## config.mk

```make
export PLATFORM = sky130hd
export DESIGN_NAME = unified_mem_arb_flat
export DESIGN_NICKNAME = d
export VERILOG_FILES = /design/src/rtl/unified_mem_arb_if.sv /design/src/rtl/unified_mem_arb.sv /design/src/flat_wrapper.sv
export SDC_FILE = /design/constraint.sdc
export NUM_CORES = 1
export LEC_CHECK = 0
export ABC_CLOCK_PERIOD_IN_PS = 2600
export CORE_AREA = 2 2 108 110
export CTS_BUF_LIST = sky130_fd_sc_hd__clkbuf_16
export DETAILED_ROUTE_END_ITERATION = 8
export DIE_AREA = 0 0 110 112
export GPL_TIMING_DRIVEN = 0
export PLACE_DENSITY = 0.64
export RECOVER_POWER = 25
export SYNTH_ARGS = -nofsm -noshare
export SYNTH_HDL_FRONTEND = slang
export SYNTH_SLANG_ARGS = --single-unit
```

## constraint.sdc

```tcl
create_clock -name clk -period 2.6 [get_ports clk]
set_clock_uncertainty 0.05 [all_clocks]
set_input_delay 0.78 -clock clk [delete_from_list [all_inputs] [get_ports clk]]
set_output_delay 0.78 -clock clk [all_outputs]
set_load 0.005 [all_outputs]
```

## src/rtl/unified_mem_arb_if.sv

```systemverilog
// unified_mem_arb_if: core fetch/data request ports and single-port RAM port
// shared by the arbiter (slave) and the requesters plus RAM macro (master).
interface unified_mem_arb_if #(
    parameter int AW = 14
);
    logic          if_req;
    logic [31:0]   if_addr;
    logic          if_gnt;
    logic          if_rvalid;
    logic [31:0]   if_rdata;
    logic          d_we;
    logic [31:0]   d_waddr;
    logic [31:0]   d_wdata;
    logic          d_wgnt;
    logic          d_re;
    logic [31:0]   d_raddr;
    logic          d_rgnt;
    logic          d_rvalid;
    logic [31:0]   d_rdata;
    logic          ram_en;
    logic          ram_we;
    logic [AW-1:0] ram_addr;
    logic [31:0]   ram_wdata;
    logic [31:0]   ram_rdata;

    modport slave (
        input  if_req, if_addr, d_we, d_waddr, d_wdata, d_re, d_raddr, ram_rdata,
        output if_gnt, if_rvalid, if_rdata, d_wgnt, d_rgnt, d_rvalid, d_rdata,
        output ram_en, ram_we, ram_addr, ram_wdata
    );

    modport master (
        output if_req, if_addr, d_we, d_waddr, d_wdata, d_re, d_raddr, ram_rdata,
        input  if_gnt, if_rvalid, if_rdata, d_wgnt, d_rgnt, d_rvalid, d_rdata,
        input  ram_en, ram_we, ram_addr, ram_wdata
    );
endinterface

```

## src/rtl/unified_mem_arb.sv

```systemverilog
// unified_mem_arb: shares one single-port RAM between fetch and data ports with
// fixed priority (write > read > fetch), a fetch starvation guard and read tagging.
module unified_mem_arb #(
    parameter int AW         = 14,
    parameter int STARVE_MAX = 3
) (
    input logic              clk,
    input logic              rst_n,
    unified_mem_arb_if.slave bus
);
    typedef enum logic [1:0] {TAG_NONE, TAG_IF, TAG_DATA} tag_e;

    tag_e       rd_tag_q, rd_tag_d;
    logic [3:0] starve_q, starve_d;
    logic       fetch_pri;
    logic       w_gnt;
    logic       r_gnt;
    logic       f_gnt;
    logic       unused_ok;

    // Grants are masked by rst_n so nothing reaches the RAM while reset is held.
    always_comb begin
        fetch_pri = (starve_q == 4'(STARVE_MAX)) && bus.if_req;
        w_gnt     = rst_n && !fetch_pri && bus.d_we;
        r_gnt     = rst_n && !fetch_pri && !bus.d_we && bus.d_re;
        f_gnt     = rst_n && bus.if_req && !w_gnt && !r_gnt;
        rd_tag_d  = f_gnt ? TAG_IF : r_gnt ? TAG_DATA : TAG_NONE;
        starve_d  = (!bus.if_req || f_gnt) ? 4'd0 :
                    (starve_q == 4'(STARVE_MAX)) ? starve_q : starve_q + 4'd1;
    end

    always_ff @(posedge clk or negedge rst_n) begin
        if (!rst_n) begin
            rd_tag_q <= TAG_NONE;
            starve_q <= 4'd0;
        end else begin
            rd_tag_q <= rd_tag_d;
            starve_q <= starve_d;
        end
    end

    assign bus.if_gnt    = f_gnt;
    assign bus.d_wgnt    = w_gnt;
    assign bus.d_rgnt    = r_gnt;
    assign bus.ram_en    = w_gnt || r_gnt || f_gnt;
    assign bus.ram_we    = w_gnt;
    assign bus.ram_wdata = bus.d_wdata;
    assign bus.ram_addr  = w_gnt ? bus.d_waddr[AW+1:2] :
                           r_gnt ? bus.d_raddr[AW+1:2] :
                           f_gnt ? bus.if_addr[AW+1:2] : '0;

    // RAM data lands one cycle after the grant; the tag steers it to its requester.
    assign bus.if_rvalid = (rd_tag_q == TAG_IF);
    assign bus.d_rvalid  = (rd_tag_q == TAG_DATA);
    assign bus.if_rdata  = bus.if_rvalid ? bus.ram_rdata : 32'd0;
    assign bus.d_rdata   = bus.d_rvalid ? bus.ram_rdata : 32'd0;

    assign unused_ok = ^{bus.if_addr[31:AW+2], bus.if_addr[1:0],
                         bus.d_waddr[31:AW+2], bus.d_waddr[1:0],
                         bus.d_raddr[31:AW+2], bus.d_raddr[1:0]};
endmodule

```

## src/flat_wrapper.sv

```systemverilog
// flat-port wrapper written by rule: the top's interface ports become plain ports
module unified_mem_arb_flat 
#(
    parameter int AW         = 14,
    parameter int STARVE_MAX = 3
)
  (clk, rst_n, bus_if_req, bus_if_addr, bus_d_we, bus_d_waddr, bus_d_wdata, bus_d_re, bus_d_raddr, bus_ram_rdata, bus_if_gnt, bus_if_rvalid, bus_if_rdata, bus_d_wgnt, bus_d_rgnt, bus_d_rvalid, bus_d_rdata, bus_ram_en, bus_ram_we, bus_ram_addr, bus_ram_wdata);
  unified_mem_arb_if #(.AW(AW)) bus_i ();
  input logic clk;
  input logic rst_n;
  input wire logic [$bits(bus_i.if_req)-1:0] bus_if_req;
  input wire logic [$bits(bus_i.if_addr)-1:0] bus_if_addr;
  input wire logic [$bits(bus_i.d_we)-1:0] bus_d_we;
  input wire logic [$bits(bus_i.d_waddr)-1:0] bus_d_waddr;
  input wire logic [$bits(bus_i.d_wdata)-1:0] bus_d_wdata;
  input wire logic [$bits(bus_i.d_re)-1:0] bus_d_re;
  input wire logic [$bits(bus_i.d_raddr)-1:0] bus_d_raddr;
  input wire logic [$bits(bus_i.ram_rdata)-1:0] bus_ram_rdata;
  output wire logic [$bits(bus_i.if_gnt)-1:0] bus_if_gnt;
  output wire logic [$bits(bus_i.if_rvalid)-1:0] bus_if_rvalid;
  output wire logic [$bits(bus_i.if_rdata)-1:0] bus_if_rdata;
  output wire logic [$bits(bus_i.d_wgnt)-1:0] bus_d_wgnt;
  output wire logic [$bits(bus_i.d_rgnt)-1:0] bus_d_rgnt;
  output wire logic [$bits(bus_i.d_rvalid)-1:0] bus_d_rvalid;
  output wire logic [$bits(bus_i.d_rdata)-1:0] bus_d_rdata;
  output wire logic [$bits(bus_i.ram_en)-1:0] bus_ram_en;
  output wire logic [$bits(bus_i.ram_we)-1:0] bus_ram_we;
  output wire logic [$bits(bus_i.ram_addr)-1:0] bus_ram_addr;
  output wire logic [$bits(bus_i.ram_wdata)-1:0] bus_ram_wdata;
  assign bus_i.if_req = bus_if_req;
  assign bus_i.if_addr = bus_if_addr;
  assign bus_i.d_we = bus_d_we;
  assign bus_i.d_waddr = bus_d_waddr;
  assign bus_i.d_wdata = bus_d_wdata;
  assign bus_i.d_re = bus_d_re;
  assign bus_i.d_raddr = bus_d_raddr;
  assign bus_i.ram_rdata = bus_ram_rdata;
  assign bus_if_gnt = bus_i.if_gnt;
  assign bus_if_rvalid = bus_i.if_rvalid;
  assign bus_if_rdata = bus_i.if_rdata;
  assign bus_d_wgnt = bus_i.d_wgnt;
  assign bus_d_rgnt = bus_i.d_rgnt;
  assign bus_d_rvalid = bus_i.d_rvalid;
  assign bus_d_rdata = bus_i.d_rdata;
  assign bus_ram_en = bus_i.ram_en;
  assign bus_ram_we = bus_i.ram_we;
  assign bus_ram_addr = bus_i.ram_addr;
  assign bus_ram_wdata = bus_i.ram_wdata;
  unified_mem_arb #(.AW(AW), .STARVE_MAX(STARVE_MAX)) u_core (.clk(clk), .rst_n(rst_n), .bus(bus_i));
endmodule
```

* Word level (Yosys, flattened, before mapping) *
Index checks and enable logic that the tools add are counted.

word-level totals
  register bits after elaboration = 6
  bits in latches = 0
  memory bits (writable) = 0
  ROM bits = 0
  input bits = 165
  output and inout bits = 117
  word-level logic and storage cells = 32
  memories = 0

operators by class
  $add $sub $neg = 1
  $mul = 0
  divide/modulo/power cells = 0
  order comparisons = 0
  equality and inequality tests = 4
  shift-type cells = 0
  muxes and demuxes = 9
  bitwise operators = 0
  reduce and logical (&&, ||, !) cells = 16

operators by type and width
  operator                                       count
  2-to-1 mux 32 bit                              2
  2-to-1 mux 14 bit                              3
  logical AND 1 bit                              8
  2-to-1 mux 4 bit                               2
  zero test 1 bit                                5
  adder 4 x 1 -> 4 bit, second input constant    1
  == test 4 x 2 -> 1 bit, second input constant  1
  2-to-1 mux 2 bit                               2
  logical OR 1 bit                               3
  == test 2 x 1 -> 1 bit, second input constant  1
  == test 2 bit, second input constant           1
  inequality test 2 bit, second input constant   1

* Logic depth before layout (Yosys ltp) *
  depth in word-level cells = 11
  gate-level depth with buffers = 7
  mapped depth without buffers = 4

* Worst setup path after synthesis *
OpenSTA, ideal clock, no wires.

  kind = input to output
  start = input port bus_d_re
  end = output port bus_ram_addr[10]
  arrival = 1.586 ns
  data required time = 1.770 ns
  path slack = 0.184 ns
  stages = 5
  path buffers = 2
  path through = buf_2 > clkbuf_1 > a21o_1 > nand3_1 > a2bb2oi_2

between the ends
  longest elaborated chain between the ends = 6

ends and longest elaborated chain
  element              RTL line               text
  start, declared      flat_wrapper.sv:16     input wire logic [$bits(bus_i.d_re)-1:0] bus_d_re;
  logical AND 1 bit *  unified_mem_arb.sv:25  r_gnt = rst_n && !fetch_pri && !bus.d_we && bus.d_re;
  zero test 1 bit      unified_mem_arb.sv:26  f_gnt = rst_n && bus.if_req && !w_gnt && !r_gnt;
  logical AND 1 bit    unified_mem_arb.sv:26
  2-to-1 mux 14 bit    unified_mem_arb.sv:50  f_gnt ? bus.if_addr[AW+1:2] : '0;
  2-to-1 mux 14 bit *  unified_mem_arb.sv:49  r_gnt ? bus.d_raddr[AW+1:2] :
  2-to-1 mux 14 bit *  unified_mem_arb.sv:48  assign bus.ram_addr = w_gnt ? bus.d_waddr[AW+1:2] :
  end, declared        flat_wrapper.sv:28     output wire logic [$bits(bus_i.ram_addr)-1:0] bus_ram_addr;

Mark *: on every way between the ends. The rest lies on a longest branch, timed or not.

* Worst setup path in the final report *
  start = register u_core.starve_q[0]
  end = output port bus_ram_addr[6]

between the ends
  longest elaborated chain between the ends = 11
  elaborated cells between the ends (all ways) = 14
  those cells by class = eq/ne (1); mux (3); reduce/logical (10)

ends and longest elaborated chain
  element                                               RTL line                                      text
  start, declared                                       unified_mem_arb.sv:14                         logic [3:0] starve_q, starve_d;
  start signal, assigned                                unified_mem_arb.sv:38                         starve_q <= starve_d;
  == test 4 x 2 -> 1 bit *                              unified_mem_arb.sv:23                         fetch_pri = (starve_q == 4'(STARVE_MAX)) && bus.if_req;
  logical AND 1 bit *                                   unified_mem_arb.sv:23
  zero test 1 bit *                                     unified_mem_arb.sv:24, unified_mem_arb.sv:25
  logical AND 1 bit *                                   unified_mem_arb.sv:24, unified_mem_arb.sv:25
  logical AND 1 bit, on equally long branches           unified_mem_arb.sv:24, unified_mem_arb.sv:25
  zero test 1 bit or logical AND 1 bit (tied branches)  unified_mem_arb.sv:26, unified_mem_arb.sv:25
  logical AND 1 bit or zero test 1 bit (tied branches)  unified_mem_arb.sv:26
  logical AND 1 bit                                     unified_mem_arb.sv:26
  2-to-1 mux 14 bit                                     unified_mem_arb.sv:50
  2-to-1 mux 14 bit                                     unified_mem_arb.sv:49
  2-to-1 mux 14 bit *                                   unified_mem_arb.sv:48

Marked as above.

==> run_results.csv <==
group,metric,value,unit
critical_path,ff2ff_path_depth,6,
sta,setup_viol,14,
global_routing,antenna_found_initial,0,
yosys,syn_nets,368,
floorplanning,die_w,110,um
finish,final_cell_count_no_fill,561,
place,dpl-instance-area,0.00371,mm^2
status,violations,"setup timing",
critical_path,critPathMaxFanout,5,
power_and_ir_drop,p_total,0.904,mW
place,dp_slack,-1.23,ns
route,drc,0,
finish,design_area,0.00403,mm^2
finish,final_core_util,36.1,%
place,dp_hpwl,6200,um
global_routing,grt_start_max_net_pins,11,
critical_path,crit_path_frequent_cell,"buf_6",
sta,rsz0062_at_grt,"yes",
critical_path,cp.required,1.77,ns
sta,tightest_slew,0.290,ns
route,drt_iter0_drc,73,
route,postRouteWirelength,7930,um
global_routing,grt_usage,12.1,%
sta,finalMaxSlewViolations,0,
sta,fmax,368,MHz
floorplanning,start_util,14.4,%
floorplanning,core-area,0.0112,mm^2
clocking,clkTransAtPathRegs,0.03,ns
floorplanning,fp.dieH,112,um
critical_path,crit_type,"flop to primary output",
finish,nets,586,
sta,fin_crit_sh,105,%
place,dp.cells,538,
critical_path,crit_slowest_cell,"dfrtp_1",
yosys,yosys_warnings,0,
yosys,syn_area,0.00160,mm^2
yosys,synthTopCellsByArea,"and2_1 25%, buf_4 17%, dfrtp_1 9.4%",
power_and_ir_drop,power.density,224,mW/mm^2
yosys,synth_edf_count,0,
yosys,synth_largest_area_cell,"and2_1",
route,ant_nets,0,
floorplanning,io_pins,282,
route,viasPerCell,4.03,
clocking,cts-htree-levels,1,
yosys,ys_seq_elements,6,
route,drtPass1Iterations,4,
clocking,cts_made_buffers,3,
finish,nFillCells,1171,
floorplanning,die_area,0.0123,mm^2
finish,drive_gt1_share,30.1,%
critical_path,r2r_end,"u_core.starve_q[2]",
power_and_ir_drop,irDropWorstVdd,0.000246,V
place,place_congestion,0.768,
yosys,seq_area_frac_synth,9.36,%
place,io_buffers,193,
clocking,worstSkewPairLatency,0.23,ns
critical_path,path_cells,"ha_4, buf_6, nand4bb_1, buf_6, buf_12, nand3_4, buf_16, buf_6, a2bb2oi_2, buf_2",
yosys,netlist_instances,202,
sta,finalCriticalPeriod,2.72,ns
critical_path,slowest_delay,0.40,ns
critical_path,r2r-start,"u_core.starve_q[0]",
global_routing,grt_overflow_total,0,
worst_hold_path,hp-class,"primary input to asynchronous set/reset pin",
power_and_ir_drop,power_leakage,2.04,nW
status,status,"complete, but fails checks",
yosys,synth-main-ff-cell,"dfrtp_1",
clocking,clock-sinks,6,
sta,hold_viol,0,
floorplanning,rows,39,
yosys,synthArstFlopShare,100,%
yosys,yosysUniqueCellTypes,24,
critical_path,endpoint_kind,"primary output",
route,vias,2260,
run,max_cap_violations,0,
finish,n_antenna_cell,0,
yosys,synth_top_area_share,25.0,%
critical_path,cp.arrival,1.89,ns
sta,slew-limit-headroom,80.6,%
clocking,root_buffer,"clkbuf_16",
sta,timing.final.ws_setup,-0.119,ns
clocking,cts_tree,"done",
route,avgRoutedWirePerCell,14.1,um
critical_path,cp-start-kind,"flop",
global_routing,grt_first_pass_wirelength,11900,um
critical_path,reg2reg_slack,0.85,ns
finish,syn_to_final_growth,151,%
clocking,cts_buffer_depth,2,
yosys,synth_area_per_cell,7.94,um^2
global_routing,first_global_vias,2368,
-- stage by stage --
| stage | TNS, ns | hold WS (ns) |
|---|---|---|
| 3_5_place_dp | -27.15 | 0.570 |
| 5_1_grt | -1.59 | 0.318 |
| 3_3_place_gp | -26.00 | 0.562 |
| 2_1_floorplan | 0 | 0.434 |
| 4_1_cts | -0.187 | 0.313 |
| 6_report | -0.379 | 0.313 |
-- placed cells by master (no fill, tap or decap), drive strengths merged --
cell type | netlist | layout
o211a | 1 | 1
nor3b | 5 | 5
dlygate4sd2 | 0 | 65
o31a | 1 | 1
dfrtp | 6 | 6
nand4bb | 1 | 1
clkbuf | 10 | 16
nor2 | 1 | 1
dlygate4sd3 | 0 | 16
a2bb2oi | 14 | 14
buf | 44 | 81
mux2i | 2 | 2
a21o | 14 | 14
o2111ai | 14 | 14
xor2 | 2 | 2
nand3 | 16 | 16
inv | 1 | 1
and4b | 2 | 2
and2 | 64 | 64
nor2b | 3 | 3
ha | 1 | 1
clkdlybuf4s50 | 0 | 92
-- per-layer routing --
metal	part of all wire [%]	vias to the layer above	GRT usage, %
li1	-	1114	-
met1	34	1021	12.1
met2	55	121	24.6
met3	11	4	3.45
met4	0.53	0	1.52
met5	0	-	0
-- worst max-delay path by stage --
stage / depth (start not counted) / slack, ns / from / endpoint
after floorplan: 5 / 0.18 / bus_d_re / bus_ram_addr[10]
after global placement: 6 / -1.19 / rst_n / bus_ram_addr[6]
after detailed placement: 6 / -1.23 / rst_n / bus_ram_addr[10]
after CTS: 10 / -0.08 / u_core.starve_q[0] / bus_ram_addr[6]
after global routing: 10 / -0.18 / u_core.starve_q[0] / bus_ram_addr[6]
final: 10 / -0.12 / u_core.starve_q[0] / bus_ram_addr[6]
-- Yosys cell counts, types with 3 or more instances --
master     number
dfrtp_1         6
o2111ai_1      14
clkbuf_1       10
nor3b_1         4
and2_1         64
a2bb2oi_2       9
nor2b_1         3
nand3_1        15
buf_2           3
buf_4          36
a2bb2oi_1       5
buf_6           5
a21o_1         14
-- state kept, by name, summed over array words and instances (netlist names) --
signal           count
u_core.rd_tag_q      2
u_core.starve_q      4
-- repair_timing --
action | in CTS | in global routing
hold buffers | 0 | 0
cloned | 3 | 0
gates resized for setup | 195 | 9
pin swaps | 18 | 3
buffers inserted | 18 | 0
endpoints found under the setup margin | 85 | 20
-- area by class of cell --
class | count | area, um^2 | share of cell area, %
plain buffers | 53 | 435 | 10.8
clock buffers | 3 | 75.1 | 1.86
inverters | 1 | 3.75 | 0.0931
multi-input cells | 141 | 1200 | 29.7
flip-flops and latches | 6 | 150 | 3.72
well taps | 143 | 179 | 4.44
repair buffers | 214 | 1990 | 49.4
-- cell families (layout without fill, tap and decap cells) --
kind of cell,after synthesis,count (layout),synth area share [%]
adders and majority gates,1,1,0.780
AOI/OAI and AO/OA,44,44,26.5
muxes,2,2,1.25
and+or+nand+nor,92,92,37.1
xor gates and xnor gates,2,2,1.09
DFF,6,6,9.36
buffers and inverters,55,271,23.9
-- critical path, delay by kind of cell, from the launching register on --
kind,cells,cell delay [ns]
simple gates,2,0.22
fa+ha+maj,1,0.18
buf+inv,6,0.76
compound gates,1,0.11
flops,1,0.40
-- where the power goes --
| group | total [mW] | switching [mW] | internal, mW |
|---|---|---|---|
| clock | 0.249 | 0.0512 | 0.197 |
| sequential | 0.109 | 0.00779 | 0.101 |
| combinational | 0.547 | 0.189 | 0.358 |
No activity file was read; power rests on OpenSTA's default activity.
